File: src/rtl/wiper_pkg.sv
// Shared types and defaults for the wiper arm actuator.
// The speed encoding matches what the rain/wiper controller emits.
package wiper_pkg;

  typedef enum logic [1:0] {
    SPD_OFF  = 2'd0,
    SPD_SLOW = 2'd1,
    SPD_FAST = 2'd2
  } speed_t;

  typedef enum logic [1:0] {
    PARK       = 2'd0,
    SWEEP_OUT  = 2'd1,
    SWEEP_BACK = 2'd2
  } arm_state_t;

  localparam int DEFAULT_NPOS        = 8;
  localparam int DEFAULT_SLOW_DIV    = 4;
  localparam int DEFAULT_FAST_DIV    = 2;
  localparam int DEFAULT_NCOUNT_BITS = 8;

  // Only slow and fast move the arm; off and the illegal code 3 both mean "stop".
  function automatic logic is_run_speed(input logic [1:0] s);
    return (s == SPD_SLOW) || (s == SPD_FAST);
  endfunction

endpackage

File: src/rtl/wiper_step_timer.sv
// Step pacing counter: emits a one-cycle step pulse every SLOW_DIV or
// FAST_DIV cycles while enabled, and sits at zero while disabled.
module wiper_step_timer #(
  parameter int SLOW_DIV = wiper_pkg::DEFAULT_SLOW_DIV,
  parameter int FAST_DIV = wiper_pkg::DEFAULT_FAST_DIV
) (
  input  logic clk_2,
  input  logic reset,
  input  logic enable,
  input  logic div_sel,
  output logic step
);

  localparam int TW = (SLOW_DIV > 1) ? $clog2(SLOW_DIV) : 1;
  localparam logic [TW-1:0] SLOW_LAST = TW'(SLOW_DIV - 1);
  localparam logic [TW-1:0] FAST_LAST = TW'(FAST_DIV - 1);

  logic [TW-1:0] timer_q;
  logic [TW-1:0] timer_d;
  logic [TW-1:0] last;

  // Step fires on the last count of the selected divisor; the count restarts after each step.
  always_comb begin
    last    = div_sel ? FAST_LAST : SLOW_LAST;
    step    = enable && (timer_q == last);
    timer_d = timer_q;
    if (!enable || step) begin
      timer_d = '0;
    end else begin
      timer_d = timer_q + TW'(1);
    end
  end

  // Timer register with synchronous reset.
  always_ff @(posedge clk_2) begin
    if (reset) begin
      timer_q <= '0;
    end else begin
      timer_q <= timer_d;
    end
  end

endmodule

File: src/rtl/wiper_arm_driver.sv
// Wiper arm actuator: sweeps the arm across the LED bar at the commanded
// pace and always finishes a sweep back to park before stopping.
module wiper_arm_driver
  import wiper_pkg::*;
#(
  parameter int NPOS        = DEFAULT_NPOS,
  parameter int SLOW_DIV    = DEFAULT_SLOW_DIV,
  parameter int FAST_DIV    = DEFAULT_FAST_DIV,
  parameter int NCOUNT_BITS = DEFAULT_NCOUNT_BITS
) (
  input  logic                     clk_2,
  input  logic                     reset,
  input  logic [1:0]               speed,
  output logic [$clog2(NPOS)-1:0]  arm_pos,
  output logic [NPOS-1:0]          arm_led,
  output logic                     parked,
  output logic [NCOUNT_BITS-1:0]   sweep_count,
  output logic [1:0]               cur_speed
);

  localparam int PW = $clog2(NPOS);
  localparam logic [PW-1:0] LAST_POS = PW'(NPOS - 1);

  arm_state_t             state_q, state_d;
  logic [PW-1:0]          pos_q, pos_d;
  logic [NCOUNT_BITS-1:0] count_q, count_d;
  logic [1:0]             cur_speed_q, cur_speed_d;
  logic                   step;
  logic                   run_cmd;

  assign run_cmd = is_run_speed(speed);

  wiper_step_timer #(
    .SLOW_DIV (SLOW_DIV),
    .FAST_DIV (FAST_DIV)
  ) u_timer (
    .clk_2   (clk_2),
    .reset   (reset),
    .enable  (state_q != PARK),
    .div_sel (cur_speed_q == SPD_FAST),
    .step    (step)
  );

  // Next-state logic: leave park on a run command, move one position per step,
  // and decide at the end of each return sweep whether to park or go again.
  always_comb begin
    state_d     = state_q;
    pos_d       = pos_q;
    count_d     = count_q;
    cur_speed_d = cur_speed_q;
    unique case (state_q)
      PARK: begin
        pos_d = '0;
        if (run_cmd) begin
          state_d     = SWEEP_OUT;
          cur_speed_d = speed;
        end
      end
      SWEEP_OUT: begin
        if (step) begin
          pos_d = pos_q + PW'(1);
          if (run_cmd) cur_speed_d = speed;
          if (pos_d == LAST_POS) state_d = SWEEP_BACK;
        end
      end
      SWEEP_BACK: begin
        if (step) begin
          pos_d = pos_q - PW'(1);
          if (run_cmd) cur_speed_d = speed;
          if (pos_d == '0) begin
            count_d = count_q + NCOUNT_BITS'(1);
            if (run_cmd) begin
              state_d = SWEEP_OUT;
            end else begin
              state_d     = PARK;
              cur_speed_d = SPD_OFF;
            end
          end
        end
      end
      default: begin
        state_d     = PARK;
        pos_d       = '0;
        cur_speed_d = SPD_OFF;
      end
    endcase
  end

  // Arm FSM registers; reset parks the arm immediately, even mid-sweep.
  always_ff @(posedge clk_2) begin
    if (reset) begin
      state_q     <= PARK;
      pos_q       <= '0;
      count_q     <= '0;
      cur_speed_q <= SPD_OFF;
    end else begin
      state_q     <= state_d;
      pos_q       <= pos_d;
      count_q     <= count_d;
      cur_speed_q <= cur_speed_d;
    end
  end

  assign arm_pos     = pos_q;
  assign arm_led     = {{(NPOS-1){1'b0}}, 1'b1} << pos_q;
  assign parked      = (state_q == PARK);
  assign sweep_count = count_q;
  assign cur_speed   = cur_speed_q;

endmodule

File: config.mk
export PLATFORM = sky130hd
export DESIGN_NAME = wiper_arm_driver
export DESIGN_NICKNAME = d
export VERILOG_FILES = /design/src/rtl/wiper_pkg.sv /design/src/rtl/wiper_step_timer.sv /design/src/rtl/wiper_arm_driver.sv
export SDC_FILE = /design/constraint.sdc
export NUM_CORES = 1
export LEC_CHECK = 0
export BUFFER_PORTS_ARGS = -buffer_cell sky130_fd_sc_hd__buf_2
export CAP_MARGIN = 10
export CORE_MARGIN = 4
export CORE_UTILIZATION = 57
export CTS_BUF_LIST = sky130_fd_sc_hd__clkbuf_4 sky130_fd_sc_hd__clkbuf_8 sky130_fd_sc_hd__clkbuf_16
export DETAILED_ROUTE_END_ITERATION = 8
export HOLD_SLACK_MARGIN = 0.15
export PLACE_DENSITY = 0.81
export SYNTH_ARGS = -nofsm -noshare
export SYNTH_HDL_FRONTEND = slang
export SYNTH_HIERARCHICAL = 1
export SYNTH_SLANG_ARGS = --single-unit
export TNS_END_PERCENT = 100
File: constraint.sdc
create_clock -name clk_2 -period 4.75 [get_ports clk_2]
set_clock_uncertainty 0.15 [all_clocks]
set_input_delay 0 -clock clk_2 [delete_from_list [all_inputs] [get_ports clk_2]]
set_output_delay 0 -clock clk_2 [all_outputs]
set_load 0.03 [all_outputs]
==> impl_metrics.ini <==
[synth]
mappedNetlistNets = 150
postSynth.topFlopCell = dfxtp_1
synth_top_cell_by_area = dfxtp_1
synth_sequential_area_ratio = 0.302
synth_most_common_cell = dfxtp_1
synth_enable_flop_cells = 0
post-synth-top-area-fraction = 0.302
netlist_top_cells_count = 17 x dfxtp_1, 14 x nor2_1, 13 x ha_1
synth-async-reset-ratio = 0
postSynthAreaPerCell_um2 = 8.49
synth.ff_latch_count = 17
synth.yosys.warnings = 6
netlist_area_um2 = 1130
library_cells_used_by_synthesis = 41
cell_count_after_synthesis = 133
synth.area.top_cells = dfxtp_1 30%, ha_1 14%, nor2_1 4.7%, xnor2_1 4.7%, inv_1 3.7%

[die]
core_um2 = 1800
die_h_um = 52.5
initial_utilization = 0.626
floorplan.die.width_um = 52.5
ioPinCount = 26
rows = 15
floorplan.die_area_um2 = 2760

[timing]
rsz0062_at_grt = no
final_critical_path_setup_slack_ns = 2.17
fin_crit_sh = 0.543
clock.fmax_mhz = 388
report.final.slew_viol_count = 0
timing.hold.ws_ns = 0.307
period_needed_ns = 2.58
timing_worst_slew_pin_value_ns = 0.443
setup-violations-final = 0
hold_violations = 0
timing.max_slew.rel_slack = 0.702
final_sum_of_negative_setup_slack_ns = 0

[cts]
cts_resized = 0
cts_root_buffer = clkbuf_4
clkSlewWorstSetupHoldPaths_ns = 0.11
cts_made_buffers = 3
clock_tree.htree_level_count = 1
cts_max_path_buffers = 2
clock_sink_count = 17
worst_skew_pair.late_latency_ns = 0.30
tritoncts_clock_tree = yes

[routing]
via_count = 1053
final_antenna_net_count = 0
finalWirelength_um = 2470
pre_repair_dr_iteration_count = 4
viasPerCell = 5.60
dr.first_iter.drc_count = 47
wire_per_inst_um = 13.1
route.detailed.drc = 0

[finish]
final_net_count = 181
register_area_um2 = 340
n_antenna_cell = 0
multiInputGateArea_um2 = 723
post_route_cells_drive_above_1_share = 0.258
final_core_util = 0.743
fillers = 147
flow.area_growth_from_synthesis_pct = 18.6

[placed_design]
hpwlAfterDp_um = 1840
globalplace.congestion = 0.852
placement.io_buffers = 25
detailedPlace.worstSlack_ns = 2.24

[global_routing]
first_pass_grt_wire_length_um = 4180
grt_use_total = 0.205
grt_pass1_vias = 955
grt_start_max_net_pins = 19
overflow = 0
grt_antenna_before_repair = 0

[power_and_ir_drop]
fin_total_pwr_w = 0.000420
leakagePower_nw = 0.609
power-per-cell-area_nw_per_um2 = 314
vdd_ir_drop_max_mv = 0.263

[worst_setup_path]
timing.critical_path.arrival_ns = 2.67
crit_required_ns = 4.84
critical_path.endpoint_type = flop
critical_path.max_fanout = 9
worst_setup_path_start_kind = flop
timing.reg2reg.setup_slack_ns = 2.17
critical_path_class = flop to flop

[job]
max-cap-violations = 0

[worst_hold_path]
hold_path_class = flop to flop

[status]
status = complete, no violations
## final cells by class
cell class | count | area share
Tap cell | 25 | 0.0234
Inverter | 11 | 0.0308
Timing Repair Buffer | 30 | 0.131
Multi-Input combinational cell | 101 | 0.540
Clock buffer | 3 | 0.0168
Clock inverter | 1 | 0.00374
Sequential cell | 17 | 0.254
## worst paths after layout
path,startpoint,end,cells past startpoint
setup / recovery,state_q[0],sweep_count[7],8
setup reg to reg,state_q[0],sweep_count[7],8
hold / removal,u_timer/timer_q[0],u_timer/timer_q[0],1
hold reg to reg,u_timer/timer_q[0],u_timer/timer_q[0],1
## critical path: stages (launching register included)
cell     delay [ns]
dfxtp_1        0.42
inv_1          0.10
ha_1           0.26
inv_1          0.10
and3_2         0.27
nand2_1        0.17
or3_1          0.39
or4_1          0.50
a21oi_1        0.15
## cell families (layout without fill, tap and decap cells)
| logic type | count (synthesis) | in the layout | share of synthesized area |
|---|---|---|---|
| AOI/OAI and AO/OA | 21 | 21 | 0.121 |
| xor gates and xnor gates | 9 | 9 | 0.0865 |
| adders and majority gates | 13 | 13 | 0.144 |
| buffers and inverters | 15 | 45 | 0.0576 |
| DFF | 17 | 17 | 0.302 |
| muxes | 2 | 2 | 0.0188 |
| and+or+nand+nor | 56 | 56 | 0.271 |
## power breakdown
| group | internal (W) | total, W | switching (W) |
|---|---|---|---|
| clock network | 0.0000314 | 0.0000821 | 0.0000507 |
| logic | 0.0000595 | 0.000163 | 0.000104 |
| registers | 0.000158 | 0.000175 | 0.0000167 |
## cell usage in the layout (no fill, tap or decap), types with 2 or more instances in the layout
master         netlist  layout
inv_1               11      11
nor4_1               5       5
nor2b_1              2       2
nor3_1               2       2
and2_2               3       3
a22oi_1              2       2
nand2b_1             2       2
dfxtp_1             17      17
dlygate4sd3_1        0       5
a21oi_1              3       3
o21ai_0              7       7
o31ai_1              2       2
ha_1                13      13
xnor2_1              6       6
nor2_1              14      14
buf_2                1      25
nand4_1              4       4
xor2_1               2       2
clkbuf_4             0       3
nand2_1             11      11
and2b_2              3       3
## metal layers
| layer | GRT usage | wire [µm] | vias up |
|---|---|---|---|
| met4 | 0.0809 | 36 | 0 |
| met2 | 0.341 | 1180 | 34 |
| met3 | 0.0342 | 131 | 5 |
| met1 | 0.259 | 1120 | 498 |
| li1 | - | - | 516 |
| met5 | 0 | 0 | - |
## flip-flops by register name (all words and copies together), names as in the netlist
signal	count
arm_pos	3
cur_speed	2
state_q	2
sweep_count	8
u_timer/timer_q	2
## stage by stage
stage                     instances  instance area, µm²
after detailed placement        179                1260
after global placement          179                1260
after global routing            188                1340
after CTS                       188                1340
final                           188                1340
after floorplan                 133                1130
## repair_timing
| action | in CTS | in global routing |
|---|---|---|
| setup buffers | 0 | 0 |
| hold buffers | 5 | 0 |
| hold endpoints to repair | 17 | 0 |
Note: power is estimated with default switching activity, not from simulation.
